==> src/rtl/tx_link_sched.sv <==
// Transmit link scheduler: training burst after reset/retrain, then packet-granular
// round-robin sharing of the PHY transmit lane between sources A and B.
//
// state | meaning
// TRAIN | emitting TRAIN_WORDS copies of TS_WORD, sources held off
// IDLE  | output idle; retrain check, then arbitration between A and B
// PKT_A | forwarding source A until its last word (bubbles allowed)
// PKT_B | forwarding source B until its last word (bubbles allowed)
module tx_link_sched #(
    parameter int          TRAIN_WORDS = 16,
    parameter logic [31:0] TS_WORD     = 32'hBCBCBCBC
) (
    input  logic        clk_f,
    input  logic        reset,
    input  logic        retrain,
    input  logic [31:0] a_data,
    input  logic        a_valid,
    input  logic        a_last,
    output logic        a_ready,
    input  logic [31:0] b_data,
    input  logic        b_valid,
    input  logic        b_last,
    output logic        b_ready,
    output logic [31:0] data_out,
    output logic        valid_out,
    output logic        link_up,
    output logic [1:0]  grant
);

    typedef enum logic [1:0] {
        TRAIN = 2'd0,
        IDLE  = 2'd1,
        PKT_A = 2'd2,
        PKT_B = 2'd3
    } state_t;

    localparam logic [7:0] TRAIN_LAST = 8'(TRAIN_WORDS - 1);

    state_t     state;
    logic [7:0] train_cnt;
    logic       rr_last;       // 1: B owned the most recent packet
    logic       retrain_pend;

    assign a_ready = (state == PKT_A);
    assign b_ready = (state == PKT_B);

    always_ff @(posedge clk_f) begin
        if (reset) begin
            state        <= TRAIN;
            train_cnt    <= 8'd0;
            data_out     <= 32'd0;
            valid_out    <= 1'b0;
            link_up      <= 1'b0;
            grant        <= 2'b00;
            rr_last      <= 1'b1;
            retrain_pend <= 1'b0;
        end else begin
            case (state)
                TRAIN: begin
                    data_out  <= TS_WORD;
                    valid_out <= 1'b1;
                    if (train_cnt == TRAIN_LAST) begin
                        state     <= IDLE;
                        train_cnt <= 8'd0;
                    end else begin
                        train_cnt <= train_cnt + 8'd1;
                    end
                end
                IDLE: begin
                    data_out  <= 32'd0;
                    valid_out <= 1'b0;
                    grant     <= 2'b00;
                    if (retrain || retrain_pend) begin
                        state        <= TRAIN;
                        link_up      <= 1'b0;
                        retrain_pend <= 1'b0;
                    end else begin
                        // link_up rises on the same edge that first drops valid after the burst
                        link_up <= 1'b1;
                        if (a_valid && (!b_valid || rr_last)) begin
                            state <= PKT_A;
                            grant <= 2'b01;
                        end else if (b_valid) begin
                            state <= PKT_B;
                            grant <= 2'b10;
                        end
                    end
                end
                PKT_A: begin
                    if (retrain) retrain_pend <= 1'b1;
                    if (a_valid) begin
                        data_out  <= a_data;
                        valid_out <= 1'b1;
                        if (a_last) begin
                            state   <= IDLE;
                            rr_last <= 1'b0;
                            grant   <= 2'b00;
                        end
                    end else begin
                        data_out  <= 32'd0;
                        valid_out <= 1'b0;
                    end
                end
                PKT_B: begin
                    if (retrain) retrain_pend <= 1'b1;
                    if (b_valid) begin
                        data_out  <= b_data;
                        valid_out <= 1'b1;
                        if (b_last) begin
                            state   <= IDLE;
                            rr_last <= 1'b1;
                            grant   <= 2'b00;
                        end
                    end else begin
                        data_out  <= 32'd0;
                        valid_out <= 1'b0;
                    end
                end
                default: state <= TRAIN;
            endcase
        end
    end

endmodule

==> config.mk <==
export PLATFORM = sky130hd
export DESIGN_NAME = tx_link_sched
export DESIGN_NICKNAME = d
export VERILOG_FILES = /design/src/rtl/tx_link_sched.sv
export SDC_FILE = /design/constraint.sdc
export NUM_CORES = 1
export LEC_CHECK = 0
export BUFFER_PORTS_ARGS = -buffer_cell sky130_fd_sc_hd__clkbuf_2
export CAP_MARGIN = 25
export CORE_ASPECT_RATIO = 0.75
export CORE_MARGIN = 2
export CORE_UTILIZATION = 46
export DETAILED_ROUTE_END_ITERATION = 16
export GPL_ROUTABILITY_DRIVEN = 1
export PLACE_DENSITY = 0.89
export SYNTH_ARGS = -nofsm -noshare
export SYNTH_HDL_FRONTEND = slang
export SYNTH_SLANG_ARGS = --single-unit
==> constraint.sdc <==
create_clock -name clk_f -period 3.1 [get_ports clk_f]
set_input_delay 0.155 -clock clk_f [delete_from_list [all_inputs] [get_ports clk_f]]
set_output_delay 0.155 -clock clk_f [all_outputs]
set_load 0.01 [all_outputs]
# Word level (Yosys, flattened, before mapping)
# Cells that the tools add are included.
[classes]
n_eq_ne = 12
n_mux = 33
addsub = 1
n_reduce_logical = 13
[ops]
columns = ["cell", "count"]
rows = [
  ["case mux 32 bit (4 select lines)", 1],
  ["2-to-1 mux 32 bit", 2],
  ["2-to-1 mux 2 bit", 15],
  ["inequality test 2 bit, second input constant", 6],
  ["AND reduction 5 bit", 2],
  ["2-to-1 mux 1 bit", 9],
  ["adder 8 x 1 -> 8 bit, second input constant", 1],
  ["equality test 8 x 4 -> 1 bit, second input constant", 1],
  ["2-to-1 mux 8 bit", 1],
  ["case mux 2 bit (4 select lines)", 1],
  ["case mux 2 bit (3 select lines)", 1],
  ["AND reduction 6 bit", 1],
  ["equality test 2 bit, second input constant", 2],
  ["inequality test 4 bit, second input constant", 1],
  ["case mux 1 bit (2 select lines)", 2],
  ["case mux 1 bit (4 select lines)", 1],
  ["nonzero test 2 bit", 2],
  ["AND reduction 3 bit", 1],
  ["nonzero test 3 bit", 1],
  ["equality test 2 x 1 -> 1 bit, second input constant", 1],
  ["logical NOT 2 bit", 1],
  ["logical OR 1 bit", 2],
  ["inequality test 2 x 1 -> 1 bit, second input constant", 1],
  ["OR reduction 2 bit", 1],
  ["2 further kinds", 2],
]
[word_totals]
regBits = 48
elab_cells = 67
output_inout_bits = 38
input_bits = 71

# Depth between registers and ports, before layout
# Gate-level depths: netlist (run 1).
[logic_depth]
ltp_word = 6
ltp_mapped = 7
depth_no_buf = 5

# Worst setup path before layout (run 1)
# Ideal clock, no wire load.
[synth_timing]
kind = "flip-flop to flip-flop"
from = "register state[1]"
to = "register train_cnt[5]"
path_stages_with_launch = 6
period_less_slack_ps = 1454
required_ps = 3030
path_buffers = 2
setup_slack_ps = 1646
setup_ps = 70
arrival_time_ps = 1384
path_cell_list = "dfxtp_1 buf_6 or2_1 buf_6 or4_1 a21boi_1"
[synth_between]
elab_chain_cells = 1
[synth_lines]
columns = ["item", "line", "rtl"]
rows = [
  ["start: declaration", "39", "state_t state;"],
  ["start signal: assignment", "49", "state <= TRAIN;"],
  ["start signal: assignment", "63", "state <= IDLE;"],
  ["start signal: assignment", "74", "state <= TRAIN;"],
  ["logical NOT 2 bit", "58", "case (state)"],
  ["end signal: assignment", "66", "train_cnt <= train_cnt + 8'd1;"],
  ["end: declaration", "40", "logic [7:0] train_cnt;"],
]
# Every way passes these cells.
# A chain may end at the register's enable or synchronous reset.

# Worst setup path after layout (run 1)
[layout_timing]
from = "register state[1]"
to = "register data_out[31]"
[layout_between]
elab_chain_cells = 2
elab_cells_between_ends = 5
classes_between = "eq/ne: 3; mux: 1; reduce/logical: 1"
[layout_lines]
columns = ["item", "line", "rtl"]
rows = [
  ["equality test 2 bit (tied with other cells)", "58", ""],
  ["case mux 32 bit (4 select lines) (*)", "58", ""],
  ["end signal: assignment", "92", "data_out <= a_data;"],
  ["end signal: assignment", "107", "data_out <= b_data;"],
  ["end: declaration", "24", "output logic [31:0] data_out,"],
]
# Mark *: on every way between the ends. The rest lies on a longest branch, timed or not.

==> results list, run 1 <==
- The floorplan step defined a die boundary enclosing 4640 sq um.
* Leakage: between 1 and 1.5 nW
- Of the total power, the share spent switching nets is 21.7%.
* Total global routing overflow: 0
- The final hold violation count was 0.
- Part of the total power dissipated in combinational logic: 8.1%
* Type of the tightest min-delay check: in -> reg
* Via total after detailed routing: ~1900
* Final Hold Slack: 0.0875 ns
* HPWL after DPL: 3.42 mm
- Post-synthesis cell area: 1890 sq um
* Routed wirelength normalized by instance count: 12.9 microns
- Clock transition at the registers of the reported paths: 0.09 ns
* Worst clock skew: between 0.009 and 0.01 ns
- Synthesis produced 206 cells.
* Number of I/O port buffers: about 110
- Measured on the finished design, the core utilization comes to 63.8%.
- Relative slew margins: 53.1%
* Top post-synthesis cells by count: sky130_fd_sc_hd__dfxtp_1 (48), sky130_fd_sc_hd__nor2_1 (42), sky130_fd_sc_hd__a221oi_1 (21)
- The number of global-route vias before repair was 1667.
- After layout, the worst path uses 61.3% of the clock period.
- Most frequently used flop master after synthesis: sky130_fd_sc_hd__dfxtp_1
- Setup violations remaining at the end of the flow were counted as 0.
* FMAX: 0.526 GHz
* CTS tree: done
- Number of nets in the finished design: 377
- Final critical-path required period: approximately 1.9 ns
- After floorplanning, the core was sized to cover 4000 sq um.
- The number of antenna diodes in the final layout is 0.
- Post-CTS resize count: 0
- After synthesis, the mean cell area works out to approximately 9.2 sq um.
- Total power per unit cell area: 475 nW/um^2
- For this run, the number of standard cells in the final layout without fillers is 361.
- Of the cells placed in the final design, the portion with a size suffix greater than 1 is between 30% and 40%.
- P&R area growth vs syn: 35.5%
- Post-synth EDFFs: 0
- After synthesis, the share of flip-flops with an asynchronous set or reset is 0%.
- Counting every net in the synthesized netlist gives 278.
* Post-Layout Inst Area: 2560 sq um
* Sequential-to-total area share from yosys stat: between 50% and 60%
- CTS Buf Count: 5
- P_sw: roughly 260 uW
- In this run, distinct cell masters in the synthesized netlist total 38.
- The initial antenna violation count is 0.
* First-pass GRT wire length: 7.47 mm
- The flow ran to the end, and the final reports show no timing, DRC or antenna violations.
* Most frequent cell after synthesis: sky130_fd_sc_hd__dfxtp_1
* Number of placed instances, taps included: 352
* Critical path fanouts, max: 22
- In the post-route analysis, the smallest setup slack over all paths is 1.20 ns.
- Total power consumption of the routed design: 1.21 mW
- At the worst endpoint, the required time is 3.33 ns.
- Sequential share of power: 53.1%
* WS Path Type: reg -> reg
* Fin. max-slew vios: 0
- At the later pin of the worst-skew pair, clock insertion delay measures 0.30 ns.
* Antenna Violating Nets Remaining: 0
- Worst-margin pin slew: 0.703 ns
- The first detailed-routing pass ran for 4 iterations.
* Area contributors post-synth: sky130_fd_sc_hd__dfxtp_1 (51%), sky130_fd_sc_hd__a221oi_1 (9.7%), sky130_fd_sc_hd__nor2_1 (8.4%)
- Counting flops and latches in the post-synthesis netlist gives 48.
- STA puts the critical path data arrival time at 2.13 ns.
- Max cap viols: 0
- Share of power burned in the clock network: 38.8%
* Row Count: 20
- STA classifies the critical path startpoint as a flip-flop.
- Across the VDD grid, the largest voltage drop is around 0.00023 V.
- Setup repair after global routing left no endpoint under its margin.
- Postcts setup bufs: 0
* Clk buf depth: 2
- The floorplan step set the die width to between 70 and 80 microns.
* Ports: 109
- The tree is rooted in a sky130_fd_sc_hd__clkbuf_8.
* Routed wire length: 4.65 mm
- Critical path capture point type: flip-flop
- The number of hold buffers added after CTS was 0.
- The largest total area in the synthesized netlist belongs to sky130_fd_sc_hd__dfxtp_1.
- Chip Height: 59.5 microns
* H-tree depth: 2
- Maximum number of pins on one net before global-route repair: 37
* TritonCTS Sinks: 48
* Cell area reported after detailed placement: about 2400 sq um
- Of the post-synthesis cell area, the dominant cell type holds 50.9%.
- The Yosys step of the flow raised 0 warnings.
* Overall Global Routing Usage: between 20% and 30%
- Per-cell via count in the routed design: 5.19
- At the end of routability-driven placement, the weighted congestion stood at 0.828.
* DRT iter0 DRCs: 79
- Total Neg Setup Slack: 0 ns
- In the routed design, unresolved DRC markers number 0.
- Int Power: approximately 950 uW
- Pre-CTS worst setup slack: 1.20 ns
- For this configuration, the core starts out at a cell density of between 40 and 50%.
## final timing paths
| check | from | end | slack [ns] | cells after the start |
|---|---|---|---|---|
| setup / recovery | state[1] | data_out[31] | 1.20 | 5 |
| hold / removal | a_data[25] | data_out[25] | 0.09 | 3 |
| setup reg to reg | state[1] | data_out[31] | 1.20 | 5 |
| hold reg to reg | grant[0] | grant[0] | 0.49 | 2 |
## kinds of logic (layout without fill, tap and decap cells)
group | after synthesis | count (layout) | share of synthesized area, %
AO/OA/AOI/OAI | 51 | 51 | 20.5
XOR/XNOR | 4 | 4 | 1.86
adder cells (fa/ha/maj) | 1 | 1 | 0.663
buffers and inverters | 20 | 120 | 5.17
flip-flops | 48 | 48 | 50.9
multiplexers | 3 | 3 | 1.59
AND/OR/NAND/NOR | 79 | 79 | 19.3
## state kept, by name, indices dropped and copies added (netlist names)
register / count
retrain_pend: 1
grant: 2
link_up: 1
data_out: 32
train_cnt: 8
rr_last: 1
valid_out: 1
state: 2
## final cells by class
class | instances | area [sq um]
clock buffer | 6 | 82.6
clock inverter | 2 | 38.8
fill | 328 | 1450
inverter | 1 | 3.75
multi-input combinational | 138 | 831
sequential | 48 | 961
tap | 55 | 68.8
timing repair buffer | 111 | 571
## critical path: stages (launching register included)
cell and delay (ns):
sky130_fd_sc_hd__dfxtp_1 0.52, sky130_fd_sc_hd__nor2b_1 0.28, sky130_fd_sc_hd__and2_1 0.47, sky130_fd_sc_hd__buf_4 0.34
sky130_fd_sc_hd__a221oi_1 0.11, sky130_fd_sc_hd__nor2_1 0.11
## routing by layer
metal  part of all wire [%]  global-route usage, %
met5                      0                      0
met4                   0.54                   5.01
met3                    9.4                   6.10
met2                     44                   32.8
met1                     46                   26.9
## cell usage in the layout (no fill, tap or decap), types with 2 or more instances in the layout
| cell type | n |
|---|---|
| sky130_fd_sc_hd__clkbuf_2 | 108 |
| sky130_fd_sc_hd__dfxtp_1 | 48 |
| sky130_fd_sc_hd__nor2_1 | 41 |
| sky130_fd_sc_hd__a221oi_1 | 21 |
| sky130_fd_sc_hd__a22oi_1 | 12 |
| sky130_fd_sc_hd__nand2_1 | 8 |
| sky130_fd_sc_hd__a21oi_1 | 8 |
| sky130_fd_sc_hd__clkbuf_8 | 6 |
| sky130_fd_sc_hd__and2_1 | 5 |
| sky130_fd_sc_hd__nor3_1 | 4 |
| sky130_fd_sc_hd__nand3_1 | 4 |
| sky130_fd_sc_hd__mux2i_1 | 3 |
| sky130_fd_sc_hd__nor2b_1 | 2 |
| sky130_fd_sc_hd__nand4_1 | 2 |
| sky130_fd_sc_hd__a31oi_1 | 2 |
| sky130_fd_sc_hd__and3_1 | 2 |
| sky130_fd_sc_hd__nand2b_1 | 2 |
| sky130_fd_sc_hd__xnor2_1 | 2 |
| sky130_fd_sc_hd__xor2_1 | 2 |
| sky130_fd_sc_hd__buf_4 | 2 |
## power groups by stage
stage	clock [mW]	combinational, mW	sequential [mW]
after detailed placement	0	0.0982	0.660
after CTS	0.480	0.0988	0.645
after global placement	0	0.0974	0.659
after floorplan	0	0.0264	0.665
after global routing	0.512	0.109	0.648
final	0.472	0.0980	0.645
Power figures use the tool's default switching activity.
==> run 2: changes to the inputs <==
--- a/config.mk
+++ b/config.mk
@@ -9,10 +9,10 @@
 export CAP_MARGIN = 25
 export CORE_ASPECT_RATIO = 0.75
 export CORE_MARGIN = 2
-export CORE_UTILIZATION = 46
+export CORE_UTILIZATION = 43
 export DETAILED_ROUTE_END_ITERATION = 16
 export GPL_ROUTABILITY_DRIVEN = 1
-export PLACE_DENSITY = 0.89
+export PLACE_DENSITY = 0.85
 export SYNTH_ARGS = -nofsm -noshare
 export SYNTH_HDL_FRONTEND = slang
 export SYNTH_SLANG_ARGS = --single-unit
==> constraint.sdc (replaced) <==
create_clock -name clk_f -period 1.8 [get_ports clk_f]
set_input_delay 0.09 -clock clk_f [delete_from_list [all_inputs] [get_ports clk_f]]
set_output_delay 0.09 -clock clk_f [all_outputs]
set_load 0.01 [all_outputs]
==> results list, run 2 (synthesis gave the netlist of run 1 again) <==
- CTS Buf Count: 5
* Chip Height: 61.4 microns
* Number of placed instances, taps included: roughly 360
- The finished cells cover 2560 sq um.
- Number of I/O port buffers: 108
- Width of the chip: roughly 80 microns
- The register with the most flip-flops in the layout has 32 of them.
- Placeable core region: approximately 4100 sq um
* Clock transition at the registers of the reported paths: 0.09 ns
* Leading cell type in the layout, fill and taps excluded: sky130_fd_sc_hd__clkbuf_2
- Result of the run: complete, no violations
* First-pass GRT wire length: 7.36 mm
- The final layout contains between 300 and 400 nets.
- Once the floorplan was initialized, standard cells occupied 45.7% of the core.
* GPL Wtd Cong: approximately 0.89
* Peak supply drop: 0.000532 V
* Total global routing overflow: 0
- Data on the critical path is required at its endpoint by 2.03 ns.
* CP max stage cell: sky130_fd_sc_hd__or4_1
- The count of final max-slew check failures is 0.
- At the pin with the least slew margin, the transition time is 0.477 ns.
- The H-tree was split into 2 levels.
* Critical path fanouts, max: 11
- The final hold violation count was 0.
- data_out holds more flip-flops than any other register.
* Detailed-route DRC error count: 0
- Diode insertion count for antenna repair: 0
* Total power per unit cell area: 760 nW/um^2
* Clock Latency Late Sink: around 0.30 ns
- Final critical-path required period: about 1.5 ns
- Routed wirelength normalized by instance count: around 13 microns
* Row Count: 20
* Worst clock skew: 0.00636 ns
- P&R area growth vs syn: 35.7%
- The worst setup path is of the reg -> reg kind.
- Setup repair after global routing left no endpoint under its margin.
- Post-CTS resize count: 0
- Ratio of cells with drive above 1 in the final layout: 40.6%
* DRT iter0 DRCs: 141
* CP Cell Sequence: or2_1, or4_1, a21boi_1
- In the final timing run, aggregate negative setup slack is 0 ns.
- Setup violations remaining at the end of the flow were counted as 0.
- Initial DRT Pass Iterations: 4
- The worst pin sits at a relative slew slack of 68.2%.
* Number of global-route vias before repair: 1680
- Entering global routing, the biggest net connects 28 pins.
* Antenna Violating Nets Remaining: 0
- The clock passes through at most 2 buffers.
- Final clock period utilization by the worst path: 85.1%
- FMAX: between 0.6 and 0.7 GHz
- Die area: 4940 sq um
- Per-cell via count in the routed design: 5.18
* Leakage: 1.19 nW
- Pre-CTS worst setup slack: about 0.25 ns
- Wires add up to 4.77 mm.
- In the final layout, the registers with the most flip-flops are data_out x32, train_cnt x8.
- HPWL after DPL: 3.63 mm
- TritonCTS Sinks: 48
- Filler-free cell count of the finished design: between 300 and 400
* Root buffer selected by CTS: sky130_fd_sc_hd__clkbuf_8
- Ports: approximately 110
* Postcts setup bufs: 0
- Cell area reported after detailed placement: 2460 sq um
* CTS tree: done
- For this run, the slowest stage of the critical path takes 0.53 ns.
* Initial antenna violation count: 0
- Number of hold buffers added after CTS: 0
* Kind of cell with the highest combined delay on the critical path: simple AND/OR/NAND/NOR gates
- The path class of the tightest hold or removal check is in -> reg.
* Worst-case setup margin in the final layout: 0.268 ns
- Via total after detailed routing: 1892
- Critical path buffers and inverters: 0
- For this run, the total global-route usage over all layers was measured as 19.7%.
- After filler insertion, the fill cell instance count of the layout stands at about 380.
* Type of origin of the critical path: flip-flop
- Leaving out fill and tap cells, the most frequent cells in the layout are sky130_fd_sc_hd__clkbuf_2 (108), sky130_fd_sc_hd__dfxtp_1 (48), sky130_fd_sc_hd__nor2_1 (41), sky130_fd_sc_hd__a221oi_1 (21), sky130_fd_sc_hd__a22oi_1 (12).
- Arrival time at the worst endpoint: about 1.8 ns
- STA classifies the critical path endpoint as a flip-flop.
* Max cap viols: 0
-- run 2: worst paths after layout --
path	start	end	slack, ns	depth (start not counted)
worst max register to register	state[1]	train_cnt[5]	0.27	3
worst min register to register	grant[0]	grant[0]	0.48	2
worst min-delay path	a_data[30]	data_out[30]	0.03	3
worst max-delay path	state[1]	train_cnt[5]	0.27	3
-- run 2: tightest hold or removal path, stage by stage --
cell	delay (ns)
sky130_fd_sc_hd__clkbuf_2	0.07
sky130_fd_sc_hd__a22oi_1	0.05
sky130_fd_sc_hd__nor2_1	0.07
-- run 2: power breakdown --
group | total, mW | internal, mW | switching, mW
clock | 0.664 | 0.311 | 0.353
sequential | 1.11 | 1.09 | 0.0171
combinational | 0.169 | 0.0905 | 0.0789
-- run 2: through the flow --
stage	hold slack (ns)	power (mW)	utilization (%)
global route	0.0234	2.04	62.0
floorplan	0.233	1.19	-
detailed placement	0.333	1.31	59.5
global placement	0.328	1.30	59.5
finish	0.0275	1.95	62.0
CTS	0.0189	1.97	61.9
-- run 2: per-layer routing --
| metal | vias to the layer above | GRT usage, % | routed length, microns |
|---|---|---|---|
| met3 | 2 | 7.18 | 540 |
| li1 | 945 | - | - |
| met5 | - | 0 | 0 |
| met2 | 96 | 33.3 | 2210 |
| met4 | 0 | 6.78 | 7 |
| met1 | 849 | 23.7 | 2020 |
-- run 2: final cells by class --
type	count	area, sq um	share of cell area, %
sequential	48	961	37.5
multi-input combinational	138	837	32.7
timing repair buffer	115	593	23.2
clock buffer	6	82.6	3.22
tap	55	68.8	2.69
clock inverter	2	15.0	0.586
inverter	1	3.75	0.147
==> run 3: changes to the inputs <==
--- a/config.mk
+++ b/config.mk
@@ -7,12 +7,15 @@
 export LEC_CHECK = 0
 export BUFFER_PORTS_ARGS = -buffer_cell sky130_fd_sc_hd__clkbuf_2
 export CAP_MARGIN = 25
+export CELL_PAD_IN_SITES_DETAIL_PLACEMENT = 1
+export CELL_PAD_IN_SITES_GLOBAL_PLACEMENT = 2
 export CORE_ASPECT_RATIO = 0.75
-export CORE_MARGIN = 2
-export CORE_UTILIZATION = 43
+export CORE_MARGIN = 1.5
+export CORE_UTILIZATION = 23
+export CTS_BUF_LIST = sky130_fd_sc_hd__clkbuf_8 sky130_fd_sc_hd__clkbuf_16
 export DETAILED_ROUTE_END_ITERATION = 16
 export GPL_ROUTABILITY_DRIVEN = 1
-export PLACE_DENSITY = 0.85
+export PLACE_DENSITY = 0.84
 export SYNTH_ARGS = -nofsm -noshare
 export SYNTH_HDL_FRONTEND = slang
 export SYNTH_SLANG_ARGS = --single-unit
==> results list, run 3 (synthesis gave the netlist of run 1 again) <==
- Initial DRT Pass Iterations: 4
* Peak supply drop: 0.000249 V
- TritonCTS built the clock tree.
- Launch point of the worst path: state[1]
- Broken down by cell family, the worst path's largest delay share belongs to simple AND/OR/NAND/NOR gates.
- Leading cell type in the layout, fill and taps excluded: sky130_fd_sc_hd__clkbuf_2
- Critical path capture point type: flip-flop
- Number of I/O port buffers: ~110
- Total global routing overflow: 0
* Total Neg Setup Slack: 0 ns
- FILL cells: 977
- Largest registers: data_out x32, train_cnt x8
- Arrival time at the worst endpoint: 1.81 ns
- The number of global-route vias before repair came to between 1500 and 2000.
* Critical path buffers and inverters: 0
* Clock transition at the registers of the reported paths: 0.09 ns
- Compared with the post-synthesis result, the final layout area differs by 38.7%.
* Per-cell via count in the routed design: approximately 4.6
- Dividing total power by cell area gives a power density of 726 nW/um^2.
* WS Path Type: reg -> reg
- Filler-free cell count of the finished design: between 400 and 500
- Starting Density: 23.8%
- Met2 layer wire length in the routed design: 2.51 mm
* Diode insertion count for antenna repair: 0
* Placeable core region: 7920 sq um
- In the finished design, the share of the clock period the worst path needs comes to 88.1%.
- The path class of the tightest hold or removal check is in -> reg.
- Ranked by flip-flop count, first place goes to data_out.
- Maximum cell stage delay along the critical path: roughly 0.55 ns
- In this run the top signal layer used is met4.
* Ports: 109
* CP max stage cell: sky130_fd_sc_hd__or4_1
- Chip Height: 81.4 microns
- Clock Latency Late Sink: ~0.3 ns
- RSZ-0062 raised after global routing: false
- DRT iter0 DRCs: 87
* Number of nets in the finished design: 383
- Timing would allow up to 0.630 GHz.
- Post-Layout Inst Area: 2620 sq um
* Number of hold buffers added after CTS: 0
* Postcts setup bufs: 0
- The tree built by TritonCTS fans out to 48 sinks.
- Relative slew margins: 68.5%
- Total setup violations reported at the end of the flow: 0
- The startpoint identified for the worst register-to-register timing path is state[1].
* Final critical-path required period: between 1.5 and 2 ns
- Max-cap violations in this run came to 0.
* End of the critical path: train_cnt[5]
* First-pass GRT wire length: 9.23 mm
- Traced cell by cell, the critical path runs through or2_1, or4_1, a21boi_1.
* Worst clock skew: ~0.0077 ns
- Via total after detailed routing: 1919
- At the worst endpoint, the required time is a little over 2 ns.
* Critical path fanouts, max: 11
* Clk buf depth: 2
- Result of the run: complete, no violations
* Number of cells on the worst reg-to-reg path: 3
- Counting tap cells, the placed design contains a total of 409 instances.
- Antenna Violating Nets Remaining: 0
* Maximum number of pins on one net before global-route repair: 19
- The final hold violation count is 0.
- The analysis attributes to cell leakage a power of about 1.2 nW.
- The tree is rooted in a sky130_fd_sc_hd__clkbuf_8.
- Routed wire length: 5.84 mm
* Final Hold Slack: ~0.037 ns
* Post-CTS resize count: 0
- Summed over all nets, wire length on met3 after detailed routing comes to 534 microns.
- CTS Buf Count: 5
- STA classifies the critical path startpoint as a flip-flop.
- Worst-margin pin slew: 0.473 ns
- Global routing used 13.4% of the available tracks across all layers.
- The initial antenna violation count was 0.
- The critical path crosses 3 cells after its start point.
- Cell area reported after detailed placement: 2530 sq um
- Detailed-route DRC error count: 0
- In this run the critical register-to-register path is captured at train_cnt[5].
* Row Count: 28
- Fin. max-slew vios: 0
- HPWL after DPL: 4.58 mm
* Total power consumption of the routed design: 1.90 mW
- Ratio of cells with drive above 1 in the final layout: 40.5%
* Routed wirelength normalized by instance count: ~14 microns
- In the final routing, the length of wire on met1 measures 2.76 mm.
- The clock tree synthesis step divided the H-tree into 2 levels.
- The register with the most flip-flops in the layout has 32 of them.
- The die covers 8760 sq um.
- The floorplan step set the die width to between 100 and 150 microns.
- Across all register-to-register paths, the minimum setup slack is 0.21 ns.
* Most frequent cells in the layout: sky130_fd_sc_hd__clkbuf_2 (108), sky130_fd_sc_hd__dfxtp_1 (48), sky130_fd_sc_hd__nor2_1 (41), sky130_fd_sc_hd__a221oi_1 (21), sky130_fd_sc_hd__a22oi_1 (12)
- GPL Wtd Cong: 0.735
run 3: cell types whose count changed in the layout (fill, tap and decap cells not counted):
cell / previous run / this run
sky130_fd_sc_hd__buf_4: 7 / 9
sky130_fd_sc_hd__clkbuf_8: 6 / 5
sky130_fd_sc_hd__clkinv_2: 0 / 1
sky130_fd_sc_hd__clkinvlp_4: 2 / 1
sky130_fd_sc_hd__nor4_1: 0 / 1
sky130_fd_sc_hd__nor4_2: 1 / 0
run 3: worst min-delay path by stage:
stage                          start            to  slack [ns]  depth (start not counted)
after floorplan              retrain  retrain_pend        0.23                          2
after global placement    a_data[21]  data_out[21]        0.33                          3
after detailed placement   a_data[8]   data_out[8]        0.34                          3
after CTS                  a_data[8]   data_out[8]        0.02                          3
after global routing      b_data[16]  data_out[16]        0.03                          3
final                      a_data[6]   data_out[6]        0.04                          3
run 3: metal layers:
layer	vias to the layer above	track usage (%)
met5	-	0
met4	0	3.55
met1	891	17.2
met3	5	4.29
met2	77	22.1
li1	946	-
run 3: cell type report:
type / count / area [sq um] / area share (%)
Sequential cell: 48 / 961 / 36.7
Multi-Input combinational cell: 138 / 831 / 31.8
Timing Repair Buffer: 117 / 608 / 23.2
Tap cell: 105 / 131 / 5.02
Clock buffer: 5 / 68.8 / 2.63
Clock inverter: 2 / 12.5 / 0.478
Inverter: 1 / 3.75 / 0.143
run 3: per-stage QoR:
| step | setup WS, ns | utilization (%) |
|---|---|---|
| final | 0.213 | 33.0 |
| after global routing | 0.0836 | 33.0 |
| after CTS | 0.221 | 33.0 |
| after detailed placement | 0.231 | 32.0 |
| after global placement | 0.300 | 32.0 |
| after floorplan | 0.346 | - |
run 3: tightest hold or removal path, cell delays in order:
cell and delay, ns:
sky130_fd_sc_hd__clkbuf_2 0.08, sky130_fd_sc_hd__a22oi_1 0.05, sky130_fd_sc_hd__nor2_1 0.08
run 3: power breakdown:
| part | internal, mW | leakage [nW] | switching [mW] |
|---|---|---|---|
| Sequential | 1.09 | 0.395 | 0.0181 |
| Combinational | 0.0921 | 0.763 | 0.0836 |
| Clock | 0.263 | 0.0400 | 0.346 |
